$ cat config.mk
export PLATFORM = sky130hd
export DESIGN_NAME = tag_read_issuer_flat
export DESIGN_NICKNAME = d
export VERILOG_FILES = /design/src/rtl/tag_read_issuer_if.sv /design/src/rtl/tag_read_issuer.sv /design/src/flat_wrapper.sv
export SDC_FILE = /design/constraint.sdc
export NUM_CORES = 1
export LEC_CHECK = 0
export BUFFER_PORTS_ARGS = -buffer_cell sky130_fd_sc_hd__buf_4
export CAP_MARGIN = 10
export CELL_PAD_IN_SITES_DETAIL_PLACEMENT = 0
export CELL_PAD_IN_SITES_GLOBAL_PLACEMENT = 1
export CORE_ASPECT_RATIO = 0.75
export CORE_MARGIN = 1.5
export CORE_UTILIZATION = 49
export CTS_BUF_LIST = sky130_fd_sc_hd__clkbuf_4
export DETAILED_ROUTE_END_ITERATION = 12
export HOLD_SLACK_MARGIN = 0.15
export PLACE_DENSITY_LB_ADDON = 0.1
export SETUP_SLACK_MARGIN = 0.02
export SLEW_MARGIN = 5
export SYNTH_ARGS = -nofsm -noshare
export SYNTH_HDL_FRONTEND = slang
export SYNTH_SLANG_ARGS = --single-unit
$ cat constraint.sdc
create_clock -name clk -period 7.6 [get_ports clk]
set_input_delay 1.14 -clock clk [delete_from_list [all_inputs] [get_ports clk]]
set_output_delay 1.14 -clock clk [all_outputs]
set_load 0.005 [all_outputs]
$ cat src/rtl/tag_read_issuer_if.sv
// Host request, AXI AR and metadata-FIFO signals of the DRAM-cache tag read front end.
// slave is the issuer's view; master is the view of whatever drives it.
interface tag_read_issuer_if #(
   parameter int ID_WIDTH   = 4,
   parameter int FIFO_DEPTH = 8
);
   localparam int CW = $clog2(FIFO_DEPTH) + 1;

   // Handshakes: a transfer happens on a rising edge where valid && ready (req_*, ar*);
   // once valid is high it and its payload hold until ready; valid never waits on ready.
   logic                req_valid_i;
   logic                req_ready_o;
   logic [63:0]         req_addr_i;
   logic                req_write_i;
   logic [15:0]         req_id_i;
   logic [ID_WIDTH-1:0] arid_o;
   logic [63:0]         araddr_o;
   logic [7:0]          arlen_o;
   logic [2:0]          arsize_o;
   logic [1:0]          arburst_o;
   logic                arvalid_o;
   logic                arready_i;
   logic [80:0]         fifo_data_o;
   logic                fifo_valid_o;
   logic                fifo_pop_i;
   logic [CW-1:0]       fifo_count_o;
   logic                dbg_state_o;

   modport slave (
      input  req_valid_i, req_addr_i, req_write_i, req_id_i, arready_i, fifo_pop_i,
      output req_ready_o, arid_o, araddr_o, arlen_o, arsize_o, arburst_o, arvalid_o,
             fifo_data_o, fifo_valid_o, fifo_count_o, dbg_state_o
   );

   modport master (
      output req_valid_i, req_addr_i, req_write_i, req_id_i, arready_i, fifo_pop_i,
      input  req_ready_o, arid_o, araddr_o, arlen_o, arsize_o, arburst_o, arvalid_o,
             fifo_data_o, fifo_valid_o, fifo_count_o, dbg_state_o
   );
endinterface

$ cat src/rtl/tag_read_issuer.sv
// Turns each host access into one AXI AR line fetch and queues its 81-bit metadata
// in an in-order FIFO, so AR order and FIFO order always match.
module tag_read_issuer #(
   parameter int ID_WIDTH   = 4,
   parameter int SET_BITS   = 20,
   parameter int BURST_LEN  = 2,
   parameter int FIFO_DEPTH = 8
) (
   input  logic                clk,
   input  logic                rst,
   tag_read_issuer_if.slave    bus
);
   localparam int AW = $clog2(FIFO_DEPTH);
   localparam int CW = AW + 1;

   typedef enum logic {S_IDLE, S_ISSUE} state_t;

   state_t              r_state;
   state_t              w_next_state;
   logic [ID_WIDTH-1:0] r_arid;
   logic [63:0]         r_araddr;
   logic [80:0]         r_entry;
   logic [80:0]         r_mem [FIFO_DEPTH];
   logic [AW:0]         r_wptr;
   logic [AW:0]         r_rptr;
   logic [CW-1:0]       r_count;

   logic w_not_full;
   logic w_room_b2b;
   logic w_ar_hs;
   logic w_ready;
   logic w_accept;
   logic w_push;
   logic w_pop;

   // Ready ignores same-cycle pops; back-to-back acceptance needs room for the AR
   // being retired now plus the new one.
   always_comb begin
      w_not_full = (r_count < CW'(FIFO_DEPTH));
      w_room_b2b = (r_count < CW'(FIFO_DEPTH - 1));
      w_ar_hs    = (r_state == S_ISSUE) && bus.arready_i;
      w_ready    = !rst && (((r_state == S_IDLE) && w_not_full) || (w_ar_hs && w_room_b2b));
      w_accept   = bus.req_valid_i && w_ready;
      w_push     = w_ar_hs;
      w_pop      = bus.fifo_pop_i && (r_count != '0);
   end

   always_comb begin
      w_next_state = r_state;
      case (r_state)
         S_IDLE:  if (w_accept) w_next_state = S_ISSUE;
         S_ISSUE: if (w_ar_hs && !w_accept) w_next_state = S_IDLE;
         default: w_next_state = S_IDLE;
      endcase
   end

   always_ff @(posedge clk or posedge rst) begin
      if (rst) begin
         r_state  <= S_IDLE;
         r_arid   <= '0;
         r_araddr <= '0;
         r_entry  <= '0;
         r_wptr   <= '0;
         r_rptr   <= '0;
         r_count  <= '0;
      end else begin
         r_state <= w_next_state;
         if (w_accept) begin
            r_araddr <= {{(64 - SET_BITS - 6){1'b0}}, bus.req_addr_i[SET_BITS+5:6], 6'b0};
            r_entry  <= {bus.req_write_i, bus.req_id_i, bus.req_addr_i};
         end
         if (w_ar_hs) r_arid <= r_arid + ID_WIDTH'(1);
         if (w_push)  r_wptr <= r_wptr + (AW+1)'(1);
         if (w_pop)   r_rptr <= r_rptr + (AW+1)'(1);
         case ({w_push, w_pop})
            2'b10:   r_count <= r_count + CW'(1);
            2'b01:   r_count <= r_count - CW'(1);
            default: r_count <= r_count;
         endcase
      end
   end

   // Storage needs no reset; the empty check below masks stale contents.
   always_ff @(posedge clk) begin
      if (w_push) r_mem[r_wptr[AW-1:0]] <= r_entry;
   end

   assign bus.req_ready_o  = w_ready;
   assign bus.arvalid_o    = (r_state == S_ISSUE);
   assign bus.arid_o       = r_arid;
   assign bus.araddr_o     = r_araddr;
   assign bus.arlen_o      = 8'(BURST_LEN - 1);
   assign bus.arsize_o     = 3'd6;
   assign bus.arburst_o    = 2'b01;
   assign bus.fifo_valid_o = (r_count != '0);
   assign bus.fifo_data_o  = (r_count != '0) ? r_mem[r_rptr[AW-1:0]] : '0;
   assign bus.fifo_count_o = r_count;
   assign bus.dbg_state_o  = (r_state == S_ISSUE);

   a_no_push_when_full: assert property (@(posedge clk) disable iff (rst) !(w_push && !w_not_full));
endmodule

$ cat src/flat_wrapper.sv
// flat-port wrapper written by rule: the top's interface ports become plain ports
module tag_read_issuer_flat 
#(
   parameter int ID_WIDTH   = 4,
   parameter int SET_BITS   = 20,
   parameter int BURST_LEN  = 2,
   parameter int FIFO_DEPTH = 8
)
  (clk, rst, bus_req_valid_i, bus_req_addr_i, bus_req_write_i, bus_req_id_i, bus_arready_i, bus_fifo_pop_i, bus_req_ready_o, bus_arid_o, bus_araddr_o, bus_arlen_o, bus_arsize_o, bus_arburst_o, bus_arvalid_o, bus_fifo_data_o, bus_fifo_valid_o, bus_fifo_count_o, bus_dbg_state_o);
  tag_read_issuer_if #(.ID_WIDTH(ID_WIDTH), .FIFO_DEPTH(FIFO_DEPTH)) bus_i ();
  input  logic clk;
  input  logic rst;
  input wire logic [$bits(bus_i.req_valid_i)-1:0] bus_req_valid_i;
  input wire logic [$bits(bus_i.req_addr_i)-1:0] bus_req_addr_i;
  input wire logic [$bits(bus_i.req_write_i)-1:0] bus_req_write_i;
  input wire logic [$bits(bus_i.req_id_i)-1:0] bus_req_id_i;
  input wire logic [$bits(bus_i.arready_i)-1:0] bus_arready_i;
  input wire logic [$bits(bus_i.fifo_pop_i)-1:0] bus_fifo_pop_i;
  output wire logic [$bits(bus_i.req_ready_o)-1:0] bus_req_ready_o;
  output wire logic [$bits(bus_i.arid_o)-1:0] bus_arid_o;
  output wire logic [$bits(bus_i.araddr_o)-1:0] bus_araddr_o;
  output wire logic [$bits(bus_i.arlen_o)-1:0] bus_arlen_o;
  output wire logic [$bits(bus_i.arsize_o)-1:0] bus_arsize_o;
  output wire logic [$bits(bus_i.arburst_o)-1:0] bus_arburst_o;
  output wire logic [$bits(bus_i.arvalid_o)-1:0] bus_arvalid_o;
  output wire logic [$bits(bus_i.fifo_data_o)-1:0] bus_fifo_data_o;
  output wire logic [$bits(bus_i.fifo_valid_o)-1:0] bus_fifo_valid_o;
  output wire logic [$bits(bus_i.fifo_count_o)-1:0] bus_fifo_count_o;
  output wire logic [$bits(bus_i.dbg_state_o)-1:0] bus_dbg_state_o;
  assign bus_i.req_valid_i = bus_req_valid_i;
  assign bus_i.req_addr_i = bus_req_addr_i;
  assign bus_i.req_write_i = bus_req_write_i;
  assign bus_i.req_id_i = bus_req_id_i;
  assign bus_i.arready_i = bus_arready_i;
  assign bus_i.fifo_pop_i = bus_fifo_pop_i;
  assign bus_req_ready_o = bus_i.req_ready_o;
  assign bus_arid_o = bus_i.arid_o;
  assign bus_araddr_o = bus_i.araddr_o;
  assign bus_arlen_o = bus_i.arlen_o;
  assign bus_arsize_o = bus_i.arsize_o;
  assign bus_arburst_o = bus_i.arburst_o;
  assign bus_arvalid_o = bus_i.arvalid_o;
  assign bus_fifo_data_o = bus_i.fifo_data_o;
  assign bus_fifo_valid_o = bus_i.fifo_valid_o;
  assign bus_fifo_count_o = bus_i.fifo_count_o;
  assign bus_dbg_state_o = bus_i.dbg_state_o;
  tag_read_issuer #(.ID_WIDTH(ID_WIDTH), .SET_BITS(SET_BITS), .BURST_LEN(BURST_LEN), .FIFO_DEPTH(FIFO_DEPTH)) u_core (.clk(clk), .rst(rst), .bus(bus_i));
endmodule
==> results.json <==
{
  "outcome": "finished, final reports clean",
  "placed_cell_area_um2": 31200,
  "post_cts_resized": 0,
  "worstHoldPathType": "input port to flop",
  "synth_top_area_cell": "edfxtp_1",
  "reg2reg_to": "u_core.bus.fifo_count_o[2]",
  "worst_pin_slew_ps": 1140,
  "arrival_ps": 3630,
  "cp_slowest_cell": "dfrtp_4",
  "clockRootBuffer": "clkbuf_4",
  "synth_area_per_cell_um2": 21.6,
  "gr-total-overflow": 0,
  "synth-seq-cells": 744,
  "die_w_um": 285,
  "vias": 13700,
  "finalInstanceArea_um2": 33700,
  "netlist_area_um2": 29200,
  "p_clk_frac": 0.256,
  "cp-start-kind": "flop",
  "nFillCells": 4606,
  "first_pass_iters": 5,
  "utilization": 0.571,
  "period_minus_slack_ps": 4770,
  "fin_setup_tns_ps": 0,
  "synth.distinct_cells": 34,
  "yosys_warnings": 0,
  "hold_viol_final": 0,
  "grt_max_degree": 123,
  "cap_violations": 0,
  "p_comb_frac": 0.269,
  "numCtsBuffers": 180,
  "sequentialPowerShare": 0.475,
  "rsz0062_at_grt": "false",
  "nets": 1757,
  "die-area_um2": 61100,
  "ir_drop_mv": 0.310,
  "initial_core_util": 0.495,
  "maxSlewViolCount": 0,
  "crit_path_max_fanout": 98,
  "clkSinkCount": 744,
  "p_leak_nw": 12.3,
  "placementRows": 77,
  "viasPerCell": 5.25,
  "drtAntennaViolNets": 0,
  "gp_congestion": 0.704,
  "slew_headroom": 0.234,
  "synthTopCellsByArea": "edfxtp_1 (67%), mux4_2 (12%), dfrtp_1 (8.2%), mux2_4 (4.1%), mux2i_1 (2.8%)",
  "worstPathRequired_ps": 6460,
  "synth_cells": 1351,
  "regToRegSetupSlack_ps": 3780,
  "yosysSeqAreaShare": 0.749,
  "r2r-start": "u_core.bus.fifo_count_o[1]",
  "first_iter_violations": 818,
  "switchingPower_mw": 3.88,
  "setup_viol": 0,
  "clk_pin_slew_ps": 70,
  "synth_ff_type": "edfxtp_1",
  "drive_above_1_share": 0.427,
  "fin_skew_ps": 46.6,
  "insertion_delay_ps": 980,
  "track_usage": 0.199,
  "holdWs_ps": 380,
  "drc": 0,
  "max_stage_delay_ps": 790,
  "fp.coreArea_um2": 59000,
  "synth_top_area_frac": 0.666,
  "crit_chain": "buf_12, mux4_2, mux2i_1, nor2_1, buf_4",
  "end_kind": "output pin",
  "timing.critical_path.from": "u_core.r_rptr[0]",
  "path_buf_inv": 2,
  "cp.depth": 5,
  "portBuffers": 198,
  "tritoncts": "done",
  "area_delta_synth_final_pct": 15.4,
  "grt_pass1_wl_um": 90000,
  "post_cts_buffers": 0,
  "die_height_um": 214,
  "cp-endpoint": "bus_fifo_data_o[67]",
  "ys_async_sr_fraction": 0.129,
  "cpLargestDelayFamily": "multiplexers",
  "p_sw_frac": 0.296,
  "grt_pass1_vias": 14900,
  "r2r_cells": 12,
  "antenna_found_initial": 3,
  "htree_levels": 4,
  "wl_per_cell_um": 22.5,
  "worstSetupPathType": "flop to output pin",
  "wl_um": 58900,
  "p_per_area_nw_per_um2": 389,
  "p_int_mw": 9.24,
  "synth-edff-count": 648,
  "io_pins": 256,
  "hpwlAfterDp_um": 30100,
  "max_freq_mhz": 210,
  "fin_crit_sh": 0.628,
  "clockBufferDepth": 3
}
worst min-delay path by stage:
stage / start / endpoint / slack [ps] / depth (start not counted)
2_1_floorplan: u_core.bus.arid_o[3] / u_core.bus.arid_o[3] / 460 / 1
3_3_place_gp: u_core.bus.arid_o[3] / u_core.bus.arid_o[3] / 470 / 1
3_5_place_dp: u_core.bus.arid_o[3] / u_core.bus.arid_o[3] / 460 / 1
4_1_cts: bus_req_addr_i[21] / u_core.r_entry[21] / 250 / 2
5_1_grt: bus_req_addr_i[29] / u_core.r_entry[29] / 300 / 2
6_report: bus_req_addr_i[10] / u_core.r_entry[10] / 380 / 2
layout by cell type (no fill, tap or decap), drive strengths merged, types with 2 or more instances in the layout:
master / count
bufinv: 3
inv: 5
ha: 6
conb: 57
clkbuf: 286
xor2: 6
dfrtp: 96
xnor2: 5
edfxtp: 648
mux2: 85
nand3: 4
nand2b: 4
nor2: 90
mux2i: 81
buf: 216
nor3: 2
clkinvlp: 2
clkinv: 41
diode: 6
nand2: 6
a21oi: 3
mux4: 162
cells by family after synthesis:
group,after synthesis,synth area share
multiplexers,328,0.196
adder cells (fa/ha/maj),6,0.00257
AO/OA/AOI/OAI,5,0.00176
other,2,0.000257
AND/OR/NAND/NOR,113,0.0166
XOR/XNOR,11,0.00330
buffers and inverters,142,0.0312
flip-flops,744,0.749
power groups by stage:
stage                     Clock, mW  Combinational (mW)  Sequential (mW)
after floorplan                   0                2.50             5.91
after global placement            0                3.63             6.27
after detailed placement          0                3.64             6.33
after CTS                      3.47                3.65             6.25
after global routing           3.68                3.84             6.35
final                          3.36                3.54             6.23
area by class of cell:
cell class	instances	area, um^2	area share
inverter	2	10.0	0.000297
clock inverter	49	275	0.00817
multi-input combinational	520	6700	0.199
sequential	744	21900	0.649
tap	790	988	0.0293
antenna	6	15.0	0.000446
timing repair buffer	217	1680	0.0499
clock buffer	286	2150	0.0637
through the flow:
stage | power (mW) | setup slack (ps) | std cells
4_1_cts | 13.4 | 2620 | 2608
6_report | 13.1 | 2830 | 2614
2_1_floorplan | 8.41 | 219 | 1406
5_1_grt | 13.9 | 2510 | 2613
3_3_place_gp | 9.90 | 3570 | 2272
3_5_place_dp | 9.97 | 3520 | 2272
layer usage:
layer  global-route usage  wire length (um)  vias up
met5                    0                 9        -
met3               0.0502              2990       81
met1                0.283             27200     7218
met2                0.301             27800      351
met4               0.0739               891        2
li1                     -                 -     6065
Yosys cell counts, drive strengths merged (2+ instances only):
cell type and number:
dfrtp 96, nand3 4, nand2b 4, edfxtp 648, ha 6, mux4 162, xnor2 5, conb 2
inv 2, nand2 6, xor2 6, a21oi 3, mux2 85, buf 118, nor2 90, nor3 2
mux2i 81, clkbuf 22
state kept, by name (all words and copies together), names as in the netlist:
register                 cells
u_core.bus.arid_o            4
u_core.bus.arvalid_o         1
u_core.bus.fifo_count_o      4
u_core.r_entry              81
u_core.r_mem               648
u_core.r_rptr                3
u_core.r_wptr                3
repair_timing:
action | CTS | global route
hold buffers | 1 | 0
endpoints found under the setup margin | 0 | 0
hold endpoints to repair | 30 | 0
Power figures use the tool's default switching activity.
